--- src/rtl/register_writeback_pkg.sv ---
`default_nettype none
// ============================================================================
// register_writeback_pkg : default widths, request type and register-zero id
// Rev 1.0
// ============================================================================
package register_writeback_pkg;
   localparam int WB_DATA_W = 32;
   localparam int WB_ADDR_L = 32;
   localparam int WB_ADDR_W = $clog2(WB_ADDR_L);
   localparam int REG_ZERO  = 0;

   typedef struct packed {
      logic [WB_ADDR_W-1:0] addr;
      logic [WB_DATA_W-1:0] data;
   } wb_req_t;
endpackage
`default_nettype wire

--- src/rtl/register_writeback_if.sv ---
`default_nettype none
// ============================================================================
// register_writeback_if : M/A result streams and register-file write port
// Optional REGISTER_WRITEBACK_STATS_EN adds conflict_cnt. Rev 1.0
// ============================================================================
interface register_writeback_if
   import register_writeback_pkg::*;
#(
   parameter int DATA_W = WB_DATA_W,
   parameter int ADDR_W = WB_ADDR_W
);
   logic              m_valid;
   logic              m_ready;
   logic [ADDR_W-1:0] m_addr;
   logic [DATA_W-1:0] m_data;
   logic              a_valid;
   logic              a_ready;
   logic [ADDR_W-1:0] a_addr;
   logic [DATA_W-1:0] a_data;
   logic              a_flush;
   logic [ADDR_W-1:0] wr_addr;
   logic [DATA_W-1:0] wr_data;
   logic              wr_en;
   logic              busy;
`ifdef REGISTER_WRITEBACK_STATS_EN
   logic [31:0]       conflict_cnt;
`endif

   modport master (
      output m_valid, m_addr, m_data, a_valid, a_addr, a_data, a_flush,
      input  m_ready, a_ready, wr_addr, wr_data, wr_en, busy
`ifdef REGISTER_WRITEBACK_STATS_EN
      , input conflict_cnt
`endif
   );

   modport slave (
      input  m_valid, m_addr, m_data, a_valid, a_addr, a_data, a_flush,
      output m_ready, a_ready, wr_addr, wr_data, wr_en, busy
`ifdef REGISTER_WRITEBACK_STATS_EN
      , output conflict_cnt
`endif
   );
endinterface
`default_nettype wire

--- src/rtl/register_writeback_skid.sv ---
`default_nettype none
// ============================================================================
// register_writeback_skid : 1-entry valid/ready skid buffer with clear
// Rev 1.0
// ============================================================================
module register_writeback_skid
   import register_writeback_pkg::*;
#(
   parameter int W = 8
) (
   input  wire logic         clk,
   input  wire logic         rst,
   input  wire logic         clear,
   input  wire logic         in_valid,
   output logic              in_ready,
   input  wire logic [W-1:0] in_data,
   input  wire logic         pop,
   output logic              valid,
   output logic [W-1:0]      data
);
   // Popping frees the slot in the same cycle, so a full buffer streams without a bubble.
   assign in_ready = !clear && (!valid || pop);

   always_ff @(posedge clk) begin
      if (rst) begin
         valid <= 1'b0;
         data  <= '0;
      end else if (in_valid && in_ready) begin
         valid <= 1'b1;
         data  <= in_data;
      end else if (pop || clear) begin
         valid <= 1'b0;
      end
   end
endmodule
`default_nettype wire

--- src/rtl/register_writeback.sv ---
`default_nettype none
// ============================================================================
// register_writeback : merges M (load) and A (ALU) results into one registered
// register-file write port, M first. Option: REGISTER_WRITEBACK_STATS_EN. Rev 1.0
// ============================================================================
module register_writeback
   import register_writeback_pkg::*;
#(
   parameter int DATA_W = WB_DATA_W,
   parameter int ADDR_L = WB_ADDR_L,
   parameter int ADDR_W = $clog2(ADDR_L)
) (
   input  wire logic             clk,
   input  wire logic             rst,
   register_writeback_if.slave   bus
);
   localparam int REQ_W = ADDR_W + DATA_W;

   logic             m_held;
   logic             a_held;
   logic [REQ_W-1:0] m_entry;
   logic [REQ_W-1:0] a_entry;
   logic             pop_m;
   logic             pop_a;
   logic             pop;
   logic [REQ_W-1:0] sel_entry;
   logic [ADDR_W-1:0] sel_addr;
   logic [DATA_W-1:0] sel_data;

   register_writeback_skid #(.W(REQ_W)) u_skid_m (
      .clk      (clk),
      .rst      (rst),
      .clear    (1'b0),
      .in_valid (bus.m_valid),
      .in_ready (bus.m_ready),
      .in_data  ({bus.m_addr, bus.m_data}),
      .pop      (pop_m),
      .valid    (m_held),
      .data     (m_entry)
   );

   register_writeback_skid #(.W(REQ_W)) u_skid_a (
      .clk      (clk),
      .rst      (rst),
      .clear    (bus.a_flush),
      .in_valid (bus.a_valid),
      .in_ready (bus.a_ready),
      .in_data  ({bus.a_addr, bus.a_data}),
      .pop      (pop_a),
      .valid    (a_held),
      .data     (a_entry)
   );

   // M results are older, so they always win; a squashed A entry is never popped.
   assign pop_m     = m_held;
   assign pop_a     = a_held && !m_held && !bus.a_flush;
   assign pop       = pop_m || pop_a;
   assign sel_entry = pop_m ? m_entry : a_entry;
   assign sel_addr  = sel_entry[REQ_W-1:DATA_W];
   assign sel_data  = sel_entry[DATA_W-1:0];

   always_ff @(posedge clk) begin
      if (rst) begin
         bus.wr_en   <= 1'b0;
         bus.wr_addr <= '0;
         bus.wr_data <= '0;
      end else begin
         bus.wr_en <= pop && (sel_addr != ADDR_W'(REG_ZERO));
         if (pop) begin
            bus.wr_addr <= sel_addr;
            bus.wr_data <= sel_data;
         end
      end
   end

   assign bus.busy = m_held || a_held || bus.wr_en;

`ifdef REGISTER_WRITEBACK_STATS_EN
   always_ff @(posedge clk) begin
      if (rst) begin
         bus.conflict_cnt <= '0;
      end else if (m_held && a_held) begin
         bus.conflict_cnt <= bus.conflict_cnt + 32'd1;
      end
   end
`endif
endmodule
`default_nettype wire

--- src/flat_wrapper.sv ---
// flat-port wrapper written by rule: the top's interface ports become plain ports
module register_writeback_flat import register_writeback_pkg::*;
#(
   parameter int DATA_W = WB_DATA_W,
   parameter int ADDR_L = WB_ADDR_L,
   parameter int ADDR_W = $clog2(ADDR_L)
)
  (clk, rst, bus_m_valid, bus_m_addr, bus_m_data, bus_a_valid, bus_a_addr, bus_a_data, bus_a_flush, bus_m_ready, bus_a_ready, bus_wr_addr, bus_wr_data, bus_wr_en, bus_busy);
  register_writeback_if #(.DATA_W(DATA_W), .ADDR_W(ADDR_W)) bus_i ();
  input  wire logic clk;
  input  wire logic rst;
  input wire logic [$bits(bus_i.m_valid)-1:0] bus_m_valid;
  input wire logic [$bits(bus_i.m_addr)-1:0] bus_m_addr;
  input wire logic [$bits(bus_i.m_data)-1:0] bus_m_data;
  input wire logic [$bits(bus_i.a_valid)-1:0] bus_a_valid;
  input wire logic [$bits(bus_i.a_addr)-1:0] bus_a_addr;
  input wire logic [$bits(bus_i.a_data)-1:0] bus_a_data;
  input wire logic [$bits(bus_i.a_flush)-1:0] bus_a_flush;
  output wire logic [$bits(bus_i.m_ready)-1:0] bus_m_ready;
  output wire logic [$bits(bus_i.a_ready)-1:0] bus_a_ready;
  output wire logic [$bits(bus_i.wr_addr)-1:0] bus_wr_addr;
  output wire logic [$bits(bus_i.wr_data)-1:0] bus_wr_data;
  output wire logic [$bits(bus_i.wr_en)-1:0] bus_wr_en;
  output wire logic [$bits(bus_i.busy)-1:0] bus_busy;
  assign bus_i.m_valid = bus_m_valid;
  assign bus_i.m_addr = bus_m_addr;
  assign bus_i.m_data = bus_m_data;
  assign bus_i.a_valid = bus_a_valid;
  assign bus_i.a_addr = bus_a_addr;
  assign bus_i.a_data = bus_a_data;
  assign bus_i.a_flush = bus_a_flush;
  assign bus_m_ready = bus_i.m_ready;
  assign bus_a_ready = bus_i.a_ready;
  assign bus_wr_addr = bus_i.wr_addr;
  assign bus_wr_data = bus_i.wr_data;
  assign bus_wr_en = bus_i.wr_en;
  assign bus_busy = bus_i.busy;
  register_writeback #(.DATA_W(DATA_W), .ADDR_L(ADDR_L), .ADDR_W(ADDR_W)) u_core (.clk(clk), .rst(rst), .bus(bus_i));
endmodule
--- config.mk ---
export PLATFORM = sky130hd
export DESIGN_NAME = register_writeback_flat
export DESIGN_NICKNAME = d
export VERILOG_FILES = /design/src/rtl/register_writeback_pkg.sv /design/src/rtl/register_writeback_if.sv /design/src/rtl/register_writeback_skid.sv /design/src/rtl/register_writeback.sv /design/src/flat_wrapper.sv
export SDC_FILE = /design/constraint.sdc
export NUM_CORES = 1
export LEC_CHECK = 0
export BUFFER_PORTS_ARGS = -buffer_cell sky130_fd_sc_hd__buf_2
export CAP_MARGIN = 40
export CELL_PAD_IN_SITES_DETAIL_PLACEMENT = 0
export CELL_PAD_IN_SITES_GLOBAL_PLACEMENT = 1
export CORE_ASPECT_RATIO = 1.25
export CORE_UTILIZATION = 35
export CTS_CLUSTER_SIZE = 24
export DETAILED_ROUTE_END_ITERATION = 16
export GPL_TIMING_DRIVEN = 1
export PLACE_DENSITY_LB_ADDON = 0.15
export SLEW_MARGIN = 20
export SYNTH_ARGS = -nofsm -noshare
export SYNTH_HDL_FRONTEND = slang
export SYNTH_HIERARCHICAL = 1
export SYNTH_SLANG_ARGS = --single-unit
--- constraint.sdc ---
create_clock -name clk -period 4.8 [get_ports clk]
set_input_delay 0.96 -clock clk [delete_from_list [all_inputs] [get_ports clk]]
set_output_delay 0.96 -clock clk [all_outputs]
set_load 0.01 [all_outputs]
Word level (Yosys, flattened, before mapping)
Cells that the tools add are included.

storage, ports and cells
  input bits = 79
  logic and storage cells = 26
  bits in writable memories = 0
  output and inout bits = 41
  bits in latches = 0
  bits in read-only memories = 0
  bits in registers = 114
  memories = 0

operators by class
  mux-type cells = 4
  reduce and logical (&&, ||, !) cells = 15
  shift-type cells = 0
  add/subtract/negate cells = 0
  bitwise operators = 0
  multipliers = 0
  equality and inequality tests = 0
  order comparisons = 0
  divide/modulo/power cells = 0

operator list
  cell                number
  37-bit two-way mux  1
  1-bit logical AND   5
  1-bit logical OR    5
  5-bit nonzero test  1
  1-bit zero test     3
  1-bit two-way mux   3
  2-bit nonzero test  1

Depth between registers and ports, before layout
  word-level depth = 7
  mapped depth = 9
  depth with buffers taken out = 5

By module
The synthesis kept the hierarchy.

by module, submodules not included
  module                   area an instance (um^2)  seq. area each (um^2)  cells an instance  instances
  register_writeback_skid  1735.4                   760.7                  166                2
  register_writeback       1954.4                   760.7                  181                1

Worst setup path before layout
Ideal clock, no wire load.

  kind = in2out
  from = in bus_a_flush
  to = out bus_a_ready
  path buffers = 2
  slack = 1949 ps
  cell stages on the path = 6
  required time = 3840 ps
  data arrival time = 1891 ps
  cells stage by stage = nor2b_4 > buf_2 > buf_2 > nor2b_1 > nor2b_4 > nor2_1

between the ends
  cells in the longest elaborated chain, start to end = 4

ends and longest elaborated chain
  what               line                           source
  start, declared    flat_wrapper.sv:18             input wire logic [$bits(bus_i.a_flush)-1:0] bus_a_flush;
  1-bit zero test    register_writeback.sv:56       assign pop_a = a_held && !m_held && !bus.a_flush;
  1-bit logical AND  register_writeback.sv:56
  net u_core.pop_a   register_writeback.sv:24       logic pop_a;
  1-bit logical OR   register_writeback_skid.sv:22  assign in_ready = !clear && (!valid || pop);
  1-bit logical AND  register_writeback_skid.sv:22
  end, declared      flat_wrapper.sv:20             output wire logic [$bits(bus_i.a_ready)-1:0] bus_a_ready;

The timed path passes the listed nets, and every way through them passes these cells.

Worst setup path after layout
Ends and elaborated chain as after synthesis.

==> results.json <==
{
  "rr_worst_depth": 5,
  "worst_pin_slew_ns": 0.7292,
  "grt.total_usage_pct": 16.13,
  "postPlaceCellArea_sq_um": 6031,
  "status": "completed",
  "hold_viol": 0,
  "clk_pin_slew_ns": 0.05,
  "power_mw": 2.443,
  "seq_area_sq_um": 2286,
  "place.gp.congestion": 0.7105,
  "place_inst": 804,
  "end_kind": "output port",
  "num_rows": 50,
  "cts_sinks": 114,
  "synth_top_cell_area_share_pct": 42.07,
  "p_leak_nw": 2.556,
  "portBuffers": 119,
  "crit_path_max_incr_delay_ns": 0.40,
  "synth_edf_count": 0,
  "rsz0062_at_grt": "false",
  "synthTopCellsByCount": "nand2b_1, dfxtp_1, mux2i_1, nor3_1, a211oi_2",
  "htreeDepth": 4,
  "synth.area.top_cells": "dfxtp_1, mux2i_1, nand2b_1",
  "syn-cell-area_sq_um": 5425,
  "stdcell_area_sq_um": 6584,
  "max_cap_violations": 0,
  "ys_types": 22,
  "clockBufferDepth": 2,
  "dr.first_iter.drc_count": 125,
  "whs_ns": 0.4695,
  "diodes": 0,
  "cts_made_buffers": 17,
  "clock_skew_ns": 0.003889,
  "path_class": "input pin to output port",
  "die_y_um": 141.2,
  "fin_crit_ns": 3.147,
  "p_per_area_nw_per_um2": 371.0,
  "route.vias.total": 3869,
  "grt_pass1_vias": 3944,
  "ys_ff_latch": 114,
  "cp_max_fo": 40,
  "slew_viol_final": 0,
  "synth_top_flop_cell": "dfxtp_1",
  "routed_wl_mm": 12.26,
  "min_path_type": "flop to flop",
  "die_x_um": 113.4,
  "nFillCells": 1481,
  "dr.pass1.iters": 5,
  "drc": 0,
  "ys_seq_area_share_pct": 42.07,
  "cts_hold_buf": 0,
  "grt_pass1_wl_mm": 19.83,
  "crit_required_ns": 3.84,
  "cp.depth": 7,
  "crit_family": "buffers and inverters",
  "cp_num_buf_inv": 3,
  "final_nets": 695,
  "post_cts_buffers": 0,
  "ys.warnings.count": 6,
  "setup_violations": 0,
  "io_pins": 120,
  "overflow": 0,
  "drive_above_1_share_pct": 30.41,
  "core_sq_um": 15080,
  "initial_core_util_pct": 35.98,
  "fin_crit_sh_pct": 65.57,
  "root_buffer": "clkbuf_16",
  "syn_avg_cell_area_sq_um": 10.58,
  "critPathArrivalTime_ns": 2.19,
  "fin_tns_setup_ns": 0,
  "die-area_sq_um": 16010,
  "dp_hpwl_mm": 7.679,
  "fin_cells": 836,
  "cp-start-kind": "input pin",
  "holdPathStages": 2,
  "critPathSlowestCell": "buf_4",
  "multi_input_area_sq_um": 2821,
  "clock_latency_ns": 0.40,
  "syn-instance-count": 513,
  "synthArstFlopShare_pct": 0,
  "max_freq_mhz": 317.7,
  "yosysMostFrequentCell": "nand2b_1",
  "ir_worst_vdd_v": 0.0002356,
  "crit_start": "bus_a_flush",
  "path_cells": "buf_2 -> nor2b_4 -> buf_4 -> nor2b_1 -> nor2b_4 -> nor2_1 -> buf_2",
  "min_from": "u_core/u_skid_m/data[9]",
  "syn_to_final_growth_pct": 21.36,
  "grt_max_degree": 106,
  "relSlewSlack_pct": 51.39,
  "reg2reg_from": "u_core/u_skid_m/valid",
  "post_cts_resized": 0,
  "ant_nets": 0,
  "antenna_found_initial": 0,
  "synth_largest_area_cell": "dfxtp_1",
  "post_drt_wl_per_cell_um": 14.67,
  "vias_per_cell": 4.628,
  "cts_tree": "done"
}
[worst min-delay path: cells and delay by family (launching register included)]
family        cells  cell delay [ns]
flops             1             0.30
simple gates      1             0.06
mux               1             0.05
[flip-flops by register name, indices dropped and copies added, names as in the netlist]
register	count
u_core/u_skid_a/valid	1
u_core/u_skid_a/data	37
u_core/bus.wr_data	32
u_core/u_skid_m/data	37
u_core/bus.wr_en	1
u_core/bus.wr_addr	5
u_core/u_skid_m/valid	1
[area by class of cell]
cell class / instances / share of cell area (%)
clock buffer: 25 / 7.526
clock inverter: 6 / 0.4561
multi-input combinational: 356 / 42.85
sequential: 114 / 34.72
tap: 208 / 3.953
timing repair buffer: 127 / 10.49
[power by group]
| part | total (mW) | internal [mW] | switching (mW) |
|---|---|---|---|
| clock network | 1.11 | 0.704 | 0.407 |
| registers | 1.04 | 1.00 | 0.0402 |
| logic | 0.287 | 0.144 | 0.142 |
| total | 2.44 | 1.85 | 0.590 |
[final timing paths]
check / end / slack (ns)
worst min-delay path: u_core/u_skid_m/data[9] / 0.47
worst max register to register: u_core/u_skid_m/data[11] / 2.18
worst min register to register: u_core/u_skid_m/data[9] / 0.47
worst max-delay path: bus_a_ready / 1.65
[cells by family after synthesis]
family,synth area share [%]
simple gates,23.20
mux,20.48
other cells,0.06912
compound gates,7.887
flops,42.07
buf+inv,6.296
[stage by stage]
stage	utilization, %	setup slack, ns
detailed placement	40.00	1.615
CTS	43.49	1.611
global route	43.67	1.546
finish	43.67	1.653
floorplan	-	1.949
global placement	39.87	1.631
[per-layer routing]
layer	share of wire [%]	global-route usage, %	vias up	wire length, um
met2	48	26.86	85	5942
met3	4.0	4.729	14	493
met1	46	19.59	1806	5631
li1	-	-	1964	-
met5	0	0	-	0
met4	1.6	6.025	0	195
[layout by cell type, fill, tap and decap left out, drive strengths merged]
cell	netlist	final
nand2b	148	148
buf	26	127
dfxtp	114	114
mux2i	111	111
nor3	41	41
a211oi	37	37
clkbuf	19	25
clkinv	0	6
nor2	5	5
nor2b	4	4
conb	1	3
nor3b	2	2
or3	1	1
or2	1	1
or4	1	1
or4b	1	1
nor4	1	1
Note: power is estimated with default switching activity, not from simulation.
